File: src/rtl/input_conditioner.sv
// rtl/input_conditioner.sv - multi-channel synchronizer, debouncer and edge detector
//
// Purpose:
//   Conditions a bus of asynchronous board-level inputs for synchronous logic.
//   Each channel is synchronized through a sync_stages-deep flop chain, then
//   (optionally) debounced against a shared sample tick, then edge-detected.
//
// Ports:
//   clk          in   system clock, rising-edge active
//   rst_n        in   asynchronous active-low reset
//   async_signal in   [width] raw asynchronous inputs
//   sync_signal  out  [width] last stage of each synchronizer chain
//   clean_signal out  [width] debounced level (sync_signal when debounce_en=0)
//   rise_pulse   out  [width] one-cycle pulse on 0->1 of clean_signal
//   fall_pulse   out  [width] one-cycle pulse on 1->0 of clean_signal

module input_conditioner #(
  parameter int width            = 1,
  parameter int sync_stages      = 2,
  parameter int debounce_en      = 1,
  parameter int sample_count_max = 25000,
  parameter int pulse_count_max  = 150
) (
  input  logic             clk,
  input  logic             rst_n,
  input  logic [width-1:0] async_signal,
  output logic [width-1:0] sync_signal,
  output logic [width-1:0] clean_signal,
  output logic [width-1:0] rise_pulse,
  output logic [width-1:0] fall_pulse
);

  if (sync_stages < 2) begin : g_bad_sync_stages
    $error("input_conditioner: sync_stages must be >= 2");
  end
  if (sample_count_max < 1) begin : g_bad_sample_count
    $error("input_conditioner: sample_count_max must be >= 1");
  end
  if (pulse_count_max < 1) begin : g_bad_pulse_count
    $error("input_conditioner: pulse_count_max must be >= 1");
  end

  // Synchronizer chains: stage 0 captures the raw input, the last stage is
  // the first value safe to use in the clk domain.
  logic [width-1:0] sync_q [sync_stages];

  always_ff @(posedge clk or negedge rst_n) begin
    if (!rst_n) begin
      for (int s = 0; s < sync_stages; s++) begin
        sync_q[s] <= '0;
      end
    end else begin
      sync_q[0] <= async_signal;
      for (int s = 1; s < sync_stages; s++) begin
        sync_q[s] <= sync_q[s-1];
      end
    end
  end

  assign sync_signal = sync_q[sync_stages-1];

  logic [width-1:0] clean;

  if (debounce_en != 0) begin : g_debounce
    localparam int tick_w = (sample_count_max > 1) ? $clog2(sample_count_max) : 1;
    localparam int cnt_w  = $clog2(pulse_count_max + 1);
    localparam logic [tick_w-1:0] tick_last  = tick_w'(sample_count_max - 1);
    localparam logic [cnt_w-1:0]  cnt_accept = cnt_w'(pulse_count_max);

    logic [tick_w-1:0] tick_cnt_q, tick_cnt_d;
    logic              tick;
    logic [cnt_w-1:0]  cnt_q [width];
    logic [cnt_w-1:0]  cnt_d [width];
    logic [width-1:0]  clean_q, clean_d;

    // Shared sample tick; with sample_count_max=1 tick_last is 0 and the
    // counter sits at 0, so tick is asserted every cycle.
    assign tick       = (tick_cnt_q == tick_last);
    assign tick_cnt_d = tick ? '0 : tick_cnt_q + tick_w'(1);

    always_comb begin
      clean_d = clean_q;
      for (int i = 0; i < width; i++) begin
        // Any cycle of agreement throws away accumulated disagreement.
        cnt_d[i] = '0;
        if (sync_signal[i] != clean_q[i]) begin
          cnt_d[i] = cnt_q[i];
          if (tick) begin
            // cnt_q never exceeds pulse_count_max-1, so the increment
            // cannot overflow cnt_w bits.
            if (cnt_q[i] + cnt_w'(1) == cnt_accept) begin
              clean_d[i] = sync_signal[i];
              cnt_d[i]   = '0;
            end else begin
              cnt_d[i] = cnt_q[i] + cnt_w'(1);
            end
          end
        end
      end
    end

    always_ff @(posedge clk or negedge rst_n) begin
      if (!rst_n) begin
        tick_cnt_q <= '0;
        clean_q    <= '0;
        for (int i = 0; i < width; i++) begin
          cnt_q[i] <= '0;
        end
      end else begin
        tick_cnt_q <= tick_cnt_d;
        clean_q    <= clean_d;
        for (int i = 0; i < width; i++) begin
          cnt_q[i] <= cnt_d[i];
        end
      end
    end

    assign clean = clean_q;
  end else begin : g_bypass
    assign clean = sync_signal;
  end

  // Edge detection against the previous cycle's clean level.
  logic [width-1:0] prev_q;

  always_ff @(posedge clk or negedge rst_n) begin
    if (!rst_n) begin
      prev_q <= '0;
    end else begin
      prev_q <= clean;
    end
  end

  assign clean_signal = clean;
  assign rise_pulse   = clean & ~prev_q;
  assign fall_pulse   = ~clean & prev_q;

endmodule

File: config.mk
export PLATFORM = sky130hd
export DESIGN_NAME = input_conditioner
export DESIGN_NICKNAME = d
export VERILOG_FILES = /design/src/rtl/input_conditioner.sv
export SDC_FILE = /design/constraint.sdc
export NUM_CORES = 1
export LEC_CHECK = 0
export CORE_ASPECT_RATIO = 0.5
export CORE_MARGIN = 2
export CORE_UTILIZATION = 30
export DETAILED_ROUTE_END_ITERATION = 8
export GPL_TIMING_DRIVEN = 0
export PLACE_DENSITY = 0.45
export SLEW_MARGIN = 20
export SYNTH_ARGS = -nofsm -noshare
export SYNTH_HDL_FRONTEND = slang
export SYNTH_SLANG_ARGS = --single-unit
File: constraint.sdc
create_clock -name clk -period 3.8 [get_ports clk]
set_input_delay 1.14 -clock clk [delete_from_list [all_inputs] [get_ports clk]]
set_output_delay 1.14 -clock clk [all_outputs]
set_load 0.03 [all_outputs]
==> metrics.txt, run 1 <==
status=finished, final reports clean; number of synthesized flops with an enable pin=0; PnR worst setup slack=1.13 ns; total wire length=2570 um; max-slew violations=0; # rows=17; skew final=roughly 0.0053 ns; final core utilization=35.2%; largest family of logic cells by synthesized area=simple AND/OR/NAND/NOR gates; Synth area leaders=dfrtp_1 49%, xor2_1 5.7%, nor2_1 4.1%, nand3_1 4.0%, xnor2_1 3.8%; endpoint class of the critical path=output pin; upper clock frequency limit=around 0.37 GHz; Final ANT Viol Nets=0; H-tree Lvls=1; synth-to-layout area growth=12.4%; fillers=about 470; hold crit path type=flop to flop; Synth Flop Type=dfrtp_1; met2 WL=1130 um; fin crit share=~70%; Die ar.=around 5200 um^2; pin count of the biggest net entering global routing=28; RSZ-0062 raised after global routing=no; initial antenna violation count=0; via count=around 980; Worst setup SP type=flop; post-synthesis mux area share=1.54%; root buf cell=clkbuf_8; CTS resizes=0; Detail Placement HPWL=roughly 1800 um; Starting Density=31.3%; Top Layer Used=met4; post-synthesis sequential area ratio=between 40% and 50%; Worst Tran Pin Value=about 0.8 ns; worst vdd ir=between 0.1 and 0.15 mV; Pwr per Cell Area=roughly 300 nW/um^2; Crit Path Max Fanout=6; WL per Instance=approximately 13 um; first-pass GRT wire length=between 4000 and 5000 um; clock-pin slew on the worst setup and hold paths=~0.1 ns; share of the synthesized area in the top cell type=between 40 and 50%; Leak=about 0.00067 uW; diode count=0; max_cap viols=0; post-detailed-route DRC marker count=0; Post-Syn Area=1390 um^2; 1st-iter DRT viols=15; Critical Path AT=~1.5 ns; Synth Instances=roughly 130; complex-gate fraction of the synthesized area=8.04%; Setup Buffers After CTS=0; die extent in y=approximately 52 um; CTS sink cnt=27; setup violators final=0; CTS Buf Count=3; Pre-antenna DRT Iters=4; Placer Congestion=between 0.6 and 0.7; die width=100 um; Post-Synth Adder-Cell Area=under 10%; Synth top cells by count=27 x dfrtp_1, 15 x nor2_1, 11 x nand3_1; GR Overflow Total=0; synthesized-area fraction occupied by and/or/nand/nor cells=between 20 and 30%; Async SR Flop Fraction=100%; sum of negative setup slack=0 ns; CP required=between 2 and 3 ns; Synth Register Bits=27; CTS tree=done; Syn Nets=about 140; Net count, final=150; FF/Latch Area=between 600 and 700 um^2; Worst-Skew Late Latency=between 0.2 and 0.3 ns; vias in the first global route=roughly 900; yosys warns=0; vias per cell=approximately 5; Place WS=~1.4 ns; core region area=roughly 4400 um^2; I/O pin cnt=7; most frequent cell after synthesis=dfrtp_1; Synth cell types=40; Syn Area/Cell=~10 um^2; share of layout cells above drive strength 1=under 10%; hold_buf cts=0; total global-route track usage=approximately 11%; Multi-input gate area=677 um^2; Final min period=2.67 ns; WL met3=between 40 and 50 um; Port Buffers=6; final hold vios=0; Metal-1 WL=roughly 1400 um; Clock Path Buffers=2; Slew headroom=between 40% and 50%; XOR/XNOR Fraction of Synth Area=a little under a tenth; Setup CP Type=flop to output pin; area leader, netlist=dfrtp_1
## sequential cells by signal (all words and copies together) (netlist names)
register               cells
g_debounce.tick_cnt_q     15
sync_signal                1
g_debounce.cnt_q           8
clean_signal               1
sync_q                     1
prev_q                     1
## critical path: stages (launching register included)
cell and delay, ns:
dfrtp_1 0.43, nor2b_1 0.15, clkdlybuf4s50_1 0.67
## power by group
part	switching [uW]	total (uW)	internal (uW)	leakage, uW
Combinational	8.58	11.3	2.76	0.000289
Sequential	0.613	289	288	0.000358
Clock	91.0	166	75.2	0.0000228
Total	100	466	366	0.000670
## cells in the final DEF, fill, tap and decap left out, types with 2 or more instances in the layout
| master | n |
|---|---|
| buf_2 | 3 |
| nor2b_1 | 6 |
| xnor2_1 | 6 |
| nand2_1 | 7 |
| ha_1 | 3 |
| clkdlybuf4s50_1 | 5 |
| nand3b_1 | 2 |
| clkbuf_8 | 3 |
| nor2_1 | 15 |
| o21ai_0 | 3 |
| clkbuf_1 | 2 |
| xor2_1 | 9 |
| dfrtp_1 | 27 |
| inv_1 | 2 |
| nor3_1 | 2 |
| and3_1 | 5 |
| nand4_1 | 4 |
| a21oi_1 | 5 |
| nand3_1 | 11 |
## per-stage QoR
stage	cell area, um^2	power (uW)	instances	hold slack [ns]
after floorplan	1390	297	133	0.331
after global placement	1520	307	196	0.334
after detailed placement	1510	307	196	0.347
after CTS	1560	475	200	0.369
after global routing	1560	493	200	0.386
final	1560	466	200	0.361
## cells by family (layout without fill, tap and decap cells)
group,Yosys count,after routing
compound gates,17,17
fa+ha+maj,3,3
simple gates,63,63
buf+inv,6,16
mux,2,2
xor+xnor,15,15
flops,27,27
## routing by layer
layer | track usage (%) | up-vias
met5 | 0 | -
met4 | 3.42 | 0
met3 | 3.23 | 2
met2 | 17.3 | 6
met1 | 14.7 | 478
li1 | - | 490
## cell type report
class                      count  share of cell area, %
buffer                         4                   1.61
timing repair buffer           6                   3.54
tap                           57                   4.58
sequential                    27                   43.4
clock buffer                   4                   2.89
inverter                       2                  0.482
multi-input combinational    100                   43.5
## path summary, 6_finish.rpt
kind	startpoint	end	slack, ns	cells after the start
min in group asynchronous	rst_n	g_debounce.tick_cnt_q[8]$_DFF_PN0_	0.87	1
worst max register to register	g_debounce.cnt_q[0]$_DFFE_PN0P_	clean_signal$_DFFE_PN0P_	1.52	6
worst max-delay path	clean_signal$_DFFE_PN0P_	rise_pulse	1.13	2
max in group asynchronous	rst_n	g_debounce.tick_cnt_q[7]$_DFF_PN0_	2.54	1
worst min-delay path	sync_q[1]$_DFF_PN0_	sync_signal$_DFF_PN0_	0.36	0
worst min register to register	sync_q[1]$_DFF_PN0_	sync_signal$_DFF_PN0_	0.36	0
Power figures use the tool's default switching activity.
==> run 2, diff against run 1 <==
clock period = 2.5 ns   (was 3.8 ns; I/O delays follow)
==> results of run 2 <==
The final DEF is identical to that of run 1. Status: finished, final reports clean.
Main changes from that run: setup slack after placement 1.42 ns -> 0.219 ns; setup slack after layout 1.13 ns -> 0.219 ns; start point of the critical path clean_signal$_DFFE_PN0P_ -> g_debounce.cnt_q[0]$_DFFE_PN0P_; end point of the critical path rise_pulse -> clean_signal$_DFFE_PN0P_; register-to-register setup slack 1.52 ns -> 0.22 ns; total power 466 uW -> 709 uW; worst IR drop on VDD 0.108 mV -> 0.165 mV
==> run 3, diff against run 2 <==
MAX_ROUTING_LAYER = met4   (was not set)
==> metrics.txt, run 3 (same netlist as run 1, synthesis figures left out) <==
share of layout cells above drive strength 1=between 8 and 9%; # rows=17; final hold vios=0; R2R Path End=clean_signal$_DFFE_PN0P_; Setup Buffers After CTS=0; clock-pin slew on the worst setup and hold paths=about 0.10 ns; CTS resizes=0; Slew headroom=45.4%; internal power=between 500 and 600 uW; CP required=roughly 2.7 ns; Largest register FFs=15; Leak=0.000670 uW; Multi-input gate area=approximately 680 um^2; Worst Tran Pin Value=around 0.8 ns; first-pass GRT wire length=4330 um; P_sw=roughly 150 uW; Die ar.=between 5000 and 6000 um^2; hold path cells=0; synth-to-layout area growth=12.4%; max-slew violations=0; Levels on crit path=6; commonest cells after routing, fill and taps aside=27 x dfrtp_1, 15 x nor2_1, 11 x nand3_1, 9 x xor2_1, 7 x nand2_1; CTS Buf Count=3; post-detailed-route DRC marker count=0; root buf cell=clkbuf_8; reg2reg path depth=6; Clock Power Share=a little over a third; fin crit share=91.2%; CTS sink cnt=27; Buf+Inv Stages, Crit Path=0; Net count, final=150; CP startpoint=g_debounce.cnt_q[0]$_DFFE_PN0P_; core region area=roughly 4400 um^2; Starting Density=approximately 31%; H-tree Lvls=1; Final ANT Viol Nets=0; endpoint class of the critical path=flop; Pre-antenna DRT Iters=4; 1st-iter DRT viols=16; pin count of the biggest net entering global routing=28; WL per Instance=between 10 and 15 um; worst vdd ir=between 0.15 and 0.2 mV; CTS tree=done; Port Buffers=6; Largest regs=g_debounce.tick_cnt_q (15), g_debounce.cnt_q (8); FF/Latch Area=about 680 um^2; via count=just under 1000; initial antenna violation count=0; total global-route track usage=between 10% and 20%; setup violators final=0; vias in the first global route=between 900 and 1000; Clock Path Buffers=2; switching share of total power=between 20% and 30%; hold_buf cts=0; GR Overflow Total=0; Slowest-stage cell, CP=dfrtp_1; total wire length=approximately 2600 um; Setup CP Type=flop to flop; I/O pin cnt=7; Worst setup SP type=flop; diode count=0; Place WS=0.219 ns; PnR worst setup slack=between 0.2 and 0.25 ns; Detail Placement HPWL=1790 um; Crit Path Max Fanout=9; Gate power share=under 10%; die width=roughly 100 um; CP Cell Sequence=ha_1, and4b_1, o21ai_0, a311oi_1, nand3_1, mux2_2; die extent in y=52.0 um; Setup crit end=clean_signal$_DFFE_PN0P_; Worst R2R Start=g_debounce.cnt_q[0]$_DFFE_PN0P_; largest register by flop count=g_debounce.tick_cnt_q; Area after DPL=1510 um^2; Pwr per Cell Area=roughly 460 nW/um^2; hold crit path type=flop to flop; vias per cell=roughly 4.9; CP peak stage delay=0.52 ns; RSZ-0062 raised after global routing=no; sum of negative setup slack=0 ns; post-route design area=1560 um^2; commonest non-fill, non-tap cell in the layout=dfrtp_1; register-to-register setup slack=between 0.2 and 0.25 ns; Final min period=roughly 2.3 ns; Critical Path AT=between 2 and 2.5 ns; Placer Congestion=about 0.70; final hold slack=between 0.3 and 0.4 ns; max_cap viols=0; fillers=around 470; status=finished, final reports clean; largest delay contributor family on the critical path=compound AO/OA/AOI/OAI gates; Reg power frac=roughly three fifths; Worst-Skew Late Latency=roughly 0.27 ns; upper clock frequency limit=0.439 GHz; skew final=between 0.005 and 0.006 ns
-- run 3: how the worst min path moves through the flow --
stage | end | from
4_1_cts | sync_signal$_DFF_PN0_ | sync_q[1]$_DFF_PN0_
6_report | sync_signal$_DFF_PN0_ | sync_q[1]$_DFF_PN0_
3_3_place_gp | sync_signal$_DFF_PN0_ | sync_q[1]$_DFF_PN0_
2_1_floorplan | sync_signal$_DFF_PN0_ | sync_q[1]$_DFF_PN0_
5_1_grt | sync_signal$_DFF_PN0_ | sync_q[1]$_DFF_PN0_
3_5_place_dp | sync_signal$_DFF_PN0_ | sync_q[1]$_DFF_PN0_
-- run 3: metrics by stage --
| stage | utilization [%] | instances | power, uW |
|---|---|---|---|
| 6_report | 35.2 | 200 | 710 |
| 5_1_grt | 35.2 | 200 | 750 |
| 4_1_cts | 35.2 | 200 | 722 |
| 3_5_place_dp | 34.2 | 196 | 466 |
| 3_3_place_gp | 34.3 | 196 | 467 |
| 2_1_floorplan | - | 133 | 452 |
-- run 3: power groups by stage --
stage	Sequential (uW)	Clock, uW	Combinational (uW)
6_report	439	254	17.3
5_1_grt	439	291	20.0
4_1_cts	439	265	18.7
3_5_place_dp	448	0	18.6
3_3_place_gp	447	0	19.4
2_1_floorplan	449	0	2.76
-- run 3: final cells by class --
type / instances / share of cell area, %
plain buffers: 4 / 1.61
clock buffers: 4 / 2.89
inverters: 2 / 0.482
multi-input cells: 100 / 43.5
flip-flops and latches: 27 / 43.4
well taps: 57 / 4.58
repair buffers: 6 / 3.54
-- run 3: metal layers --
| layer | GRT usage [%] | up-vias | wire [um] |
|---|---|---|---|
| li1 | - | 489 | - |
| met2 | 17.3 | 6 | 1120 |
| met5 | - | - | 0 |
| met3 | 3.23 | 4 | 48 |
| met1 | 14.7 | 482 | 1380 |
| met4 | 3.42 | 0 | 37 |
